--- src/rtl/id_hazard_sched.sv ---
// id_hazard_sched: RAW hazard detection, memory freeze/abort sequencing and
// saturating stall statistics for the five-stage pipeline, beside ID.
// Optional build macro: ID_HAZARD_FORWARDING_EN (only a load in EXE stalls).
module id_hazard_sched #(
  parameter int unsigned MEM_TIMEOUT = 16,
  parameter int unsigned CNT_W       = 16
) (
  input  logic             clk,
  input  logic             rst,
  input  logic [3:0]       src1,
  input  logic [3:0]       src2,
  input  logic             two_src,
  input  logic             exe_wb_en,
  input  logic [3:0]       exe_dest,
  input  logic             exe_mem_r_en,
  input  logic             mem_wb_en,
  input  logic [3:0]       mem_dest,
  input  logic             branch_taken,
  input  logic             mem_req,
  input  logic             mem_ready,
  input  logic             clr_cnt,
  output logic             hazard,
  output logic             freeze_if,
  output logic             freeze,
  output logic             flush,
  output logic             mem_abort,
  output logic             mem_err,
  output logic [CNT_W-1:0] stall_cnt,
  output logic [CNT_W-1:0] wait_cnt
);

  localparam int unsigned TMR_W = (MEM_TIMEOUT > 2) ? $clog2(MEM_TIMEOUT) : 1;

  typedef enum logic [1:0] {
    S_RUN      = 2'd0,
    S_MEM_WAIT = 2'd1,
    S_ABORT    = 2'd2
  } state_e;

  state_e             state_q, state_d;
  logic [TMR_W-1:0]   tmr_q, tmr_d;
  logic               mem_err_q, mem_err_d;
  logic               mem_abort_q, mem_abort_d;
  logic [CNT_W-1:0]   stall_cnt_q, stall_cnt_d;
  logic [CNT_W-1:0]   wait_cnt_q, wait_cnt_d;

  logic m1_c, m2_c, raw_c;
  logic freeze_c, hazard_c, flush_c;

  // Register matching between the ID operands and the pending writers.
  always_comb begin
    m1_c = (exe_wb_en && (exe_dest == src1)) || (mem_wb_en && (mem_dest == src1));
    m2_c = two_src && ((exe_wb_en && (exe_dest == src2)) || (mem_wb_en && (mem_dest == src2)));
  end

`ifdef ID_HAZARD_FORWARDING_EN
  // With forwarding only a load still in EXE cannot supply its result in time.
  logic unused_match;
  assign unused_match = m1_c | m2_c;
  assign raw_c = exe_mem_r_en && exe_wb_en &&
                 ((exe_dest == src1) || (two_src && (exe_dest == src2)));
`else
  // Without forwarding any pending writer in EXE or MEM stalls.
  logic unused_load;
  assign unused_load = exe_mem_r_en;
  assign raw_c = m1_c | m2_c;
`endif

  // Memory FSM next state, timeout tracking and freeze decode.
  always_comb begin
    state_d     = state_q;
    tmr_d       = tmr_q;
    mem_err_d   = mem_err_q;
    freeze_c    = 1'b0;
    case (state_q)
      S_RUN: begin
        freeze_c = mem_req && !mem_ready;
        if (freeze_c) begin
          state_d = S_MEM_WAIT;
          tmr_d   = TMR_W'(1);
        end
      end
      S_MEM_WAIT: begin
        freeze_c = !mem_ready;
        if (mem_ready) begin
          state_d = S_RUN;
        end else if (tmr_q == TMR_W'(MEM_TIMEOUT - 1)) begin
          state_d   = S_ABORT;
          mem_err_d = 1'b1;
        end else begin
          tmr_d = tmr_q + TMR_W'(1);
        end
      end
      S_ABORT: begin
        state_d = S_RUN;
      end
      default: begin
        state_d = S_RUN;
      end
    endcase
    mem_abort_d = (state_d == S_ABORT);
  end

  // Stall/flush decode: a taken branch kills the ID instruction, a freeze defers both.
  always_comb begin
    flush_c  = branch_taken && !freeze_c;
    hazard_c = raw_c && !branch_taken && !freeze_c;
  end

  // Saturating statistics; clear takes priority over increment.
  always_comb begin
    stall_cnt_d = stall_cnt_q;
    wait_cnt_d  = wait_cnt_q;
    if (clr_cnt) begin
      stall_cnt_d = '0;
      wait_cnt_d  = '0;
    end else begin
      if (hazard_c && !(&stall_cnt_q)) stall_cnt_d = stall_cnt_q + CNT_W'(1);
      if (freeze_c && !(&wait_cnt_q))  wait_cnt_d  = wait_cnt_q + CNT_W'(1);
    end
  end

  // State and statistics registers with synchronous active-low reset.
  always_ff @(posedge clk) begin
    if (!rst) begin
      state_q     <= S_RUN;
      tmr_q       <= '0;
      mem_err_q   <= 1'b0;
      mem_abort_q <= 1'b0;
      stall_cnt_q <= '0;
      wait_cnt_q  <= '0;
    end else begin
      state_q     <= state_d;
      tmr_q       <= tmr_d;
      mem_err_q   <= mem_err_d;
      mem_abort_q <= mem_abort_d;
      stall_cnt_q <= stall_cnt_d;
      wait_cnt_q  <= wait_cnt_d;
    end
  end

  // All outputs are held low while reset is asserted, even before the first edge.
  assign hazard    = rst & hazard_c;
  assign freeze    = rst & freeze_c;
  assign freeze_if = rst & (hazard_c | freeze_c);
  assign flush     = rst & flush_c;
  assign mem_abort = rst & mem_abort_q;
  assign mem_err   = rst & mem_err_q;
  assign stall_cnt = {CNT_W{rst}} & stall_cnt_q;
  assign wait_cnt  = {CNT_W{rst}} & wait_cnt_q;

endmodule

--- config.mk ---
export PLATFORM = sky130hd
export DESIGN_NAME = id_hazard_sched
export DESIGN_NICKNAME = d
export VERILOG_FILES = /design/src/rtl/id_hazard_sched.sv
export SDC_FILE = /design/constraint.sdc
export NUM_CORES = 1
export LEC_CHECK = 0
export CAP_MARGIN = 15
export CORE_ASPECT_RATIO = 1.75
export CORE_UTILIZATION = 50
export CTS_BUF_LIST = sky130_fd_sc_hd__clkbuf_8
export CTS_CLUSTER_SIZE = 8
export DETAILED_ROUTE_END_ITERATION = 10
export PLACE_DENSITY = 0.83
export SYNTH_ARGS = -nofsm -noshare
export SYNTH_HDL_FRONTEND = slang
export SYNTH_SLANG_ARGS = --single-unit
--- constraint.sdc ---
create_clock -name clk -period 2.3 [get_ports clk]
set_input_delay 0.46 -clock clk [delete_from_list [all_inputs] [get_ports clk]]
set_output_delay 0.46 -clock clk [all_outputs]
set_load 0.02 [all_outputs]
==> results.txt <==
Area leader, netlist: dfxtp_1
Met3 wire length: 311 um
Io pins: 64
Psw: 0.000338 W
Fin Clk Skew: 0.00465 ns
Post-synthesis register bit count: 40
Yosys Warn Count: 0
Buffers added on ports: 62
Largest family of logic cells by synthesized area: simple AND/OR/NAND/NOR gates
Rows: 32
XOR/XNOR Fraction of Synth Area: 0.110
Die area: 4910 sq um
Clock network power share: 0.323
Placer Congestion: 0.792
Failing checks: setup timing
Crit path kind: in -> out
Reg power frac: 0.531
Post-Synth Adder-Cell Area: 0.0162
Slowest stage delay, CP: 0.27 ns
Reg2reg path depth: 7
Simple-Gate Fraction of Synth Area: 0.384
Post-layout util: 0.718
CP endpoint kind: output pin
DP HPWL: 4.31 mm
Largest fanout on the critical path: 2
Vias per std cell: 5.61
WP depth: 8
Slowest CP cell: dlygate4sd2_1
Hold path depth: 2
CTS HTree Levels: 2
Cts-stage hold buffer count: 0
CTS sink cnt: 40
Antenna viol nets, final: 0
Met2 routed WL: 3.21 mm
Sequential share of the synthesized area: 0.347
Max layer used: met4
Most common cell in the netlist: dfxtp_1
Die width: 53.4 um
Pin count of the biggest net entering global routing: 44
Top cell type's share of synthesized area: 0.347
Via count: 2293
Post-synth top cells: 40 x dfxtp_1, 38 x and2_1, 23 x xor2_1, 19 x nand2_1, 19 x nor2_1
Hold_sp: stall_cnt_q[13]
Initial antenna violation count: 0
Gr ovfl total: 0
Worst Hold Class: reg -> reg
CP required: 1.84 ns
Leakage: 1.39 nW
Syn nets: 312
Pwr/cell area: 417 nW/um^2
Die Height: 91.9 um
Initial drt markers: 46
Maximum buffer depth of the clock tree: 2
First-pass DRT Iterations: 4
P_int: 0.000982 W
Number of setup buffers added after CTS: 0
Number of remaining DRC errors: 0
Endpoint, Worst Hold: stall_cnt_q[13]
Num CTS Buffers: 5
Bufs and invs on worst path: 2
Final Net Count: 389
Outcome: finished, violations left
CP startpoint kind: input port
Synthesized area per cell: 8.17 sq um
Reg2reg end: stall_cnt_q[9]
Setup Viol. Count Final: 1
CP delay by family, top: simple AND/OR/NAND/NOR gates
Setup Slack @ Placement: -0.743 ns
Sw Ratio: 0.256
FF-to-FF Start: stall_cnt_q[0]
Final worst slack: -0.0105 ns
Area grow syn2layout: 36.8%
R2r setup slk: 0.29 ns
Routed WL per cell: 14.5 um
Initial Util: 0.525
Core ar.: 4400 sq um
Max-Cap Viols: 0
Fin crit share: 1.00
Tmin final: 2.31 ns
Root Buffer: clkbuf_8
Mapped cell area: 2310 sq um
Pins Over Slew Limit: 0
Final hold vios: 0
Post-synth ARST share: 0
TritonCTS clock tree: built
Layout cells sized above 1: 0.151
Final wirelength: 5.93 mm
Compound-gate portion of the synthesized area: 0.112
Clk Latency, worst-skew pair: 0.29 ns
Top cells by area, synth: dfxtp_1 35%, and2_1 10%, xor2_1 8.7%
Yosys cell types: 42
Worst-path clk slew: 0.07 ns
CP cell instances: dlygate4sd2_1 > xor2_1 > nor4_2 > a31oi_1 > and2_4 > nor2_4 > o21a_1 > buf_6
Worst Tran Pin Value: 0.352 ns
Antenna fix cells: 0
Number of synthesized flops with an enable pin: 0
Mux contribution to synthesized area: 0.00433
First-pass GRT wire length: 9.31 mm
Top_reg_cell synth: dfxtp_1
Synth Instances: 283
Vias in the first global route: 2254
Logic gate share of total power: 0.146
Gr usage total: 0.255
Worst path arrival time: 1.85 ns
Max rail drop VDD: 0.445 mV
Rel. slew slack: 0.759
M1 WL: 2.17 mm
Fmax: 433 MHz
-- area by class of cell --
| class | count | area [sq um] |
|---|---|---|
| Multi-Input combinational cell | 229 | 1510 |
| Fill cell | 387 | 1240 |
| Sequential cell | 40 | 801 |
| Timing Repair Buffer | 83 | 713 |
| Clock buffer | 5 | 68.8 |
| Tap cell | 51 | 63.8 |
| Inverter | 1 | 3.75 |
-- how the worst max path moves through the flow --
| stage | slack [ns] | start | to |
|---|---|---|---|
| CTS | -0.002 | mem_dest[2] | hazard |
| detailed placement | -0.74 | exe_dest[0] | freeze_if |
| global route | -0.06 | src2[3] | hazard |
| global placement | -0.64 | src2[2] | freeze_if |
| floorplan | 0.22 | exe_dest[1] | hazard |
| finish | -0.01 | src2[3] | freeze_if |
-- layout by cell type (no fill, tap or decap), drive strengths merged, types with 11 or more instances in the layout --
master	instances
o21ai	11
xor2	23
and3	14
nand2	19
and2	40
nand3	15
nand4	12
nor2	20
dlygate4sd2	43
buf	23
dfxtp	40
clkbuf	11
a21oi	13
-- worst min-delay path, stage by stage, from the launching register on --
cell and delay [ns]:
dfxtp_1 0.33, nand2_1 0.05, mux2i_1 0.05
-- routing by layer --
metal,GRT usage,vias up
li1,-,1148
met1,0.229,1059
met2,0.486,68
met3,0.0531,18
met4,0.132,0
met5,0,-
-- state kept, by name, summed over array words and instances (netlist names) --
signal / cells
state_q: 2
tmr_q: 4
mem_abort_q: 1
stall_cnt_q: 16
wait_cnt_q: 16
mem_err_q: 1
-- timing repair --
| item | in CTS | in global routing |
|---|---|---|
| gates resized for setup | 77 | 22 |
| endpoints found under the hold margin | 0 | 0 |
| pin swaps | 8 | 9 |
| setup endpoints to repair | 40 | 2 |
-- power groups by stage --
| stage | combinational, W | sequential [W] | clock [W] |
|---|---|---|---|
| 3_3_place_gp | 0.000186 | 0.000716 | 0 |
| 5_1_grt | 0.000209 | 0.000701 | 0.000459 |
| 2_1_floorplan | 0.0000861 | 0.000715 | 0 |
| 3_5_place_dp | 0.000190 | 0.000716 | 0 |
| 4_1_cts | 0.000183 | 0.000700 | 0.000437 |
| 6_report | 0.000193 | 0.000700 | 0.000426 |
-- kinds of logic after synthesis --
| kind of cell | after synthesis |
|---|---|
| compound gates | 42 |
| xor+xnor | 29 |
| fa+ha+maj | 3 |
| buf+inv | 14 |
| flops | 40 |
| mux | 1 |
| simple gates | 154 |
-- stage by stage --
step | power (W) | instance area, sq um | hold slack, ns | cells | TNS (ns)
2_1_floorplan | 0.000801 | 2310 | 0.446 | 283 | 0
3_3_place_gp | 0.000902 | 3110 | 0.461 | 404 | -5.52
3_5_place_dp | 0.000906 | 3110 | 0.474 | 404 | -7.06
4_1_cts | 0.00132 | 3130 | 0.484 | 409 | -0.00297
5_1_grt | 0.00137 | 3160 | 0.515 | 409 | -0.127
6_report | 0.00132 | 3160 | 0.479 | 409 | -0.0105
No activity file was read; power rests on OpenSTA's default activity.
